<file path="src/rtl/flash_prog_phy.sv">
// flash_prog_phy: word program PHY with AND-only flash semantics and a fixed busy time.
// Define FLASH_PROG_BLANK_CHK_EN to add the read-modify step and the 0->1 transition error.
module flash_prog_phy #(
  parameter int AddrW      = 10,
  parameter int DataW      = 32,
  parameter int ProgCycles = 4
) (
  input  logic             clk_i,
  input  logic             rst_ni,
  input  logic             req_i,
  input  logic [AddrW-1:0] addr_i,
  input  logic             ovfl_i,
  input  logic [DataW-1:0] data_i,
  input  logic             prog_en_i,
  output logic             done_o,
  output logic             error_o,
  output logic             busy_o,
  output logic             mem_req_o,
  output logic             mem_we_o,
  output logic [AddrW-1:0] mem_addr_o,
  output logic [DataW-1:0] mem_wdata_o,
  input  logic [DataW-1:0] mem_rdata_i
);
  typedef enum logic [2:0] {IDLE, RD, CHK, PROG, WAIT, DONE} state_t;
  localparam logic [7:0] PC = 8'(ProgCycles);
  state_t           r_state, w_next;
  logic [AddrW-1:0] r_addr;
  logic [DataW-1:0] r_data;
  logic             r_err;
  logic [7:0]       r_cnt;
  logic             w_acc_err, w_rd, w_wr;
  logic [DataW-1:0] w_wval;
  assign w_acc_err = ovfl_i | ~prog_en_i;
  assign w_wr      = r_state == PROG;
`ifdef FLASH_PROG_BLANK_CHK_EN
  localparam state_t FIRST = RD;
  logic [DataW-1:0] r_rdata;
  logic             w_bit_err;
  assign w_bit_err = |(~mem_rdata_i & r_data);
  assign w_rd      = r_state == RD;
  assign w_wval    = r_rdata & r_data;
  always_ff @(posedge clk_i or negedge rst_ni)
    if (!rst_ni) r_rdata <= '0;
    else if (r_state == CHK) r_rdata <= mem_rdata_i;
`else
  localparam state_t FIRST = PROG;
  logic w_unused;
  assign w_unused = ^mem_rdata_i;
  assign w_rd     = 1'b0;
  assign w_wval   = r_data;
`endif
  always_ff @(posedge clk_i or negedge rst_ni)
    if (!rst_ni) begin
      r_state <= IDLE;
      r_addr  <= '0;
      r_data  <= '0;
      r_err   <= 1'b0;
      r_cnt   <= '0;
    end else begin
      r_state <= w_next;
      if (r_state == IDLE && req_i) begin
        r_addr <= addr_i;
        r_data <= data_i;
        r_err  <= w_acc_err;
      end
`ifdef FLASH_PROG_BLANK_CHK_EN
      if (r_state == CHK) r_err <= w_bit_err;
`endif
      if (r_state == DONE) r_err <= 1'b0;
      if (r_state == PROG) r_cnt <= PC;
      else if (r_state == WAIT) r_cnt <= r_cnt - 8'd1;
    end
  // r_cnt holds ProgCycles on WAIT entry, so leaving at 1 gives exactly ProgCycles WAIT cycles
  always_comb begin
    w_next = r_state;
    case (r_state)
      IDLE:    w_next = req_i ? (w_acc_err ? DONE : FIRST) : IDLE;
`ifdef FLASH_PROG_BLANK_CHK_EN
      RD:      w_next = CHK;
      CHK:     w_next = w_bit_err ? DONE : PROG;
`endif
      PROG:    w_next = (PC == 8'd0) ? DONE : WAIT;
      WAIT:    w_next = (r_cnt == 8'd1) ? DONE : WAIT;
      DONE:    w_next = IDLE;
      default: w_next = IDLE;
    endcase
  end
  assign busy_o      = r_state != IDLE;
  assign done_o      = r_state == DONE;
  assign error_o     = done_o & r_err;
  assign mem_req_o   = w_rd | w_wr;
  assign mem_we_o    = w_wr;
  assign mem_addr_o  = mem_req_o ? r_addr : '0;
  assign mem_wdata_o = w_wr ? w_wval : '0;
endmodule
</file>
<file path="config.mk">
export PLATFORM = sky130hd
export DESIGN_NAME = flash_prog_phy
export DESIGN_NICKNAME = d
export VERILOG_FILES = /design/src/rtl/flash_prog_phy.sv
export SDC_FILE = /design/constraint.sdc
export NUM_CORES = 1
export LEC_CHECK = 0
export ABC_CLOCK_PERIOD_IN_PS = 3400
export CORE_UTILIZATION = 50
export CTS_CLUSTER_DIAMETER = 60
export CTS_CLUSTER_SIZE = 28
export DETAILED_ROUTE_END_ITERATION = 6
export DONT_BUFFER_PORTS = 1
export GPL_TIMING_DRIVEN = 0
export PLACE_DENSITY = 0.62
export SYNTH_ARGS = -nofsm -noshare
export SYNTH_HDL_FRONTEND = slang
export SYNTH_SLANG_ARGS = --single-unit
</file>
<file path="constraint.sdc">
create_clock -name clk_i -period 3.4 [get_ports clk_i]
set_clock_uncertainty 0.1 [all_clocks]
set_input_delay 0.68 -clock clk_i [delete_from_list [all_inputs] [get_ports clk_i]]
set_output_delay 0.68 -clock clk_i [all_outputs]
set_load 0.02 [all_outputs]
</file>
==> metrics.md <==
| Metric | Value |
|---|---|
| Share of synthesized cell area in full adder, half adder and majority cells | 0.00938 |
| Reg clk slew, reported paths | 0.09 ns |
| Reg2reg start | r_state[1] |
| Most common cell after layout, fill and taps aside | dfrtp_1 |
| Via-per-instance ratio | 5.34 |
| RSZ-0062 raised after global routing | false |
| DIE HEIGHT | 75.0 um |
| Clock latency on the worst-skew pair | 0.30 ns |
| Comb pwr share | 0.368 |
| Met1 GRT Util | 0.214 |
| Initial drt markers | 60 |
| Fin area | 0.00289 mm^2 |
| Port Buffers | 0 |
| Drt wl/cell | 17.5 um |
| Worst slew margin | 0.547 |
| Total Wirelength | 4.80 mm |
| Hold Vio Cnt, Final | 0 |
| Setup violators final | 0 |
| Clk buf depth | 2 |
| Compound-Gate Fraction of Synth Area | 0.0108 |
| Hold crit path type | input pin to asynchronous set/reset pin |
| Int Power | 1.77 mW |
| Dpl cells | 265 |
| Sequential share of the synthesized area | 0.507 |
| # fillers | 418 |
| Synthesized cell area | 0.00267 mm^2 |
| CTS Root Cell | clkbuf_8 |
| Most frequent cells in the layout | dfrtp_1, and2_1, mux2_4 |
| Post-DP Area | 0.00276 mm^2 |
| Syn_nets | 276 |
| Final RePlAce weighted congestion | 0.726 |
| Sequential share of power | 0.463 |
| Ranking of synthesized cells by area | dfrtp_1, mux2_4, and2_1, buf_12, mux2_2 |
| Worst path slowest cell | dfrtp_1 |
| Synth Area per Inst | 13.7 um^2 |
| Status | finished, final reports clean |
| Count of pins over their slew limit | 0 |
| Tmin final | 2.75 ns |
| Die area | 0.00563 mm^2 |
| Overflow after GRT | 0 |
| Final nets | 284 |
| YS warnings | 0 |
| P per Cell Area | 864 mW/mm^2 |
| CP Capture Type | output port |
| Period Utilization, post-route | 0.810 |
| Leakage power | 1.37 nW |
| Drt drc | 0 |
| Final Non-Filler Cells | 274 |
| Util after Layout | 0.566 |
| Crit Path Category | flop to output port |
| Count of state elements after synthesis | 54 |
| Core area | 0.00511 mm^2 |
| Reg area | 0.00135 mm^2 |
| RR Endpoint | r_data[18] |
| GR peak layer | met2 |
| Critical Path Fanout Max | 10 |
| IO Count | 126 |
| Cells after Synth | 195 |
| Fmax | 363 MHz |
| Initial antenna violation count | 0 |
| Tightest Pin Transition | 0.670 ns |
| Reg2Reg Depth | 4 |
| Area of the multi-input gates | 0.00117 mm^2 |
| Maxcap violations | 0 |
| Post-CTS Setup Bufs | 0 |
| Internal reg-to-reg setup slack | 1.66 ns |
| CTS Sinks | 54 |
| Worst hold margin | 0.120 ns |
| Post-CTS sizing | 0 |
| Largest area contributor in the netlist | dfrtp_1 |
| Peak VDD IR | 0.000403 V |
| Post-Synth Simple-Gate Area | 0.167 |
| Std cell rows | 26 |
| Sw Ratio | 0.293 |
| Setup TNS | 0 ns |
| XOR/XNOR share of the synthesized area | 0.00328 |
| Pin count of the biggest net entering global routing | 55 |
| First-pass GRT wire length | 7.03 mm |
| CP max stage delay | 0.46 ns |
| H-Tree Level Count | 2 |
| Starting Density | 0.522 |
| GR Util met2 | 0.280 |
| Arr. time, crit path | 1.97 ns |
| Via Count | 1462 |
| Diodes inserted | 0 |
| CP Launch Type | flop |
| Routed Antenna Nets | 0 |
| Distinct cells, synth | 32 |
| Share of the synthesized area in the top cell type | 0.507 |
| CP required | 2.62 ns |
| Vias in the first global route | 1408 |
| Clock power share | 0.168 |
| Post-synthesis mux area share | 0.248 |
| Die width | 75.0 um |
| TritonRoute pass-1 iters | 4 |
| Cells along the critical path | nand3b_2, inv_1, clkbuf_1, and2_1 |
| Sw Pwr | 733 uW |
| Dpl hpwl | 3.41 mm |
| Total CTS buffers | 5 |
| M3 GR Usage | 0.0589 |
| Area Overhead vs Synth | 8.44% |
| Share of cells above drive strength 1 | 0.304 |
| GR Util All Layers | 0.171 |
| Largest family of logic cells by synthesized area | multiplexers |
| CTS tree | built |
==> final cells by class <==
cell class	count	area share
Sequential cell	54	0.467
Buffer	11	0.0437
Inverter	5	0.00649
Clock inverter	2	0.0130
Tap cell	70	0.0303
Multi-Input combinational cell	125	0.405
Clock buffer	6	0.0251
Timing Repair Buffer	1	0.00952
==> per-stage QoR <==
| step | setup WS, ns | power, mW |
|---|---|---|
| 3_3_place_gp | 0.997 | 2.01 |
| 3_5_place_dp | 0.946 | 2.08 |
| 4_1_cts | 0.590 | 2.53 |
| 2_1_floorplan | 1.30 | 1.91 |
| 5_1_grt | 0.460 | 2.66 |
| 6_report | 0.646 | 2.50 |
==> power by group through the flow <==
stage / registers (mW) / logic, mW / clock network [mW]
floorplan: 1.10 / 0.803 / 0
global placement: 1.14 / 0.873 / 0
detailed placement: 1.17 / 0.913 / 0
CTS: 1.16 / 0.934 / 0.434
global route: 1.20 / 0.997 / 0.462
finish: 1.16 / 0.921 / 0.421
==> synthesized netlist by cell type, drive strengths merged <==
| master | number |
|---|---|
| dfrtp | 54 |
| and2 | 44 |
| mux2 | 42 |
| buf | 8 |
| nand2 | 8 |
| inv | 5 |
| mux2i | 5 |
| clkbuf | 3 |
| nand3 | 3 |
| ha | 2 |
| nand3b | 2 |
| nor2 | 2 |
| nor4 | 2 |
| nor4b | 2 |
| o21ai | 2 |
| a41o | 1 |
| and3 | 1 |
| nand4b | 1 |
| nor2b | 1 |
| nor3 | 1 |
| nor3b | 1 |
| nor4bb | 1 |
| o2bb2ai | 1 |
| or3 | 1 |
| or3b | 1 |
| xnor2 | 1 |
==> cell families (layout without fill, tap and decap cells) <==
logic type	count (synthesis)	in the layout
buffers and inverters	16	25
DFF	54	54
AOI/OAI and AO/OA	4	4
and+or+nand+nor	71	71
xor gates and xnor gates	1	1
adders and majority gates	2	2
muxes	47	47
==> registers in the layout (all words and copies together), names as in the netlist <==
signal and cells:
r_addr 10, r_data 32, r_cnt 8, r_state 3
r_err 1
==> worst max-delay path: cells and delay by family (launching register included) <==
kind,cells,cell delay (ns)
AND/OR/NAND/NOR,2,0.65
buffers and inverters,2,0.55
flip-flops,1,0.46
==> layer usage <==
metal / up-vias / wire [um]
met4: 0 / 49
met5: - / 0
met2: 60 / 2330
met3: 6 / 354
li1: 669 / -
met1: 727 / 2070
==> repair_timing <==
| action | in CTS | in global routing |
|---|---|---|
| endpoints found under the setup margin | 0 | 0 |
| endpoints found under the hold margin | 54 | 0 |
| hold buffers | 1 | 0 |
==> worst max path at each step <==
stage	from	to	slack, ns
after floorplan	r_state[2]	mem_wdata_o[22]	1.30
after global placement	r_state[2]	mem_wdata_o[5]	1.0
after detailed placement	r_state[2]	mem_wdata_o[5]	0.95
after CTS	r_state[2]	mem_wdata_o[5]	0.59
after global routing	r_state[2]	mem_addr_o[8]	0.46
final	r_state[2]	mem_wdata_o[5]	0.65
No activity file was read; power rests on OpenSTA's default activity.
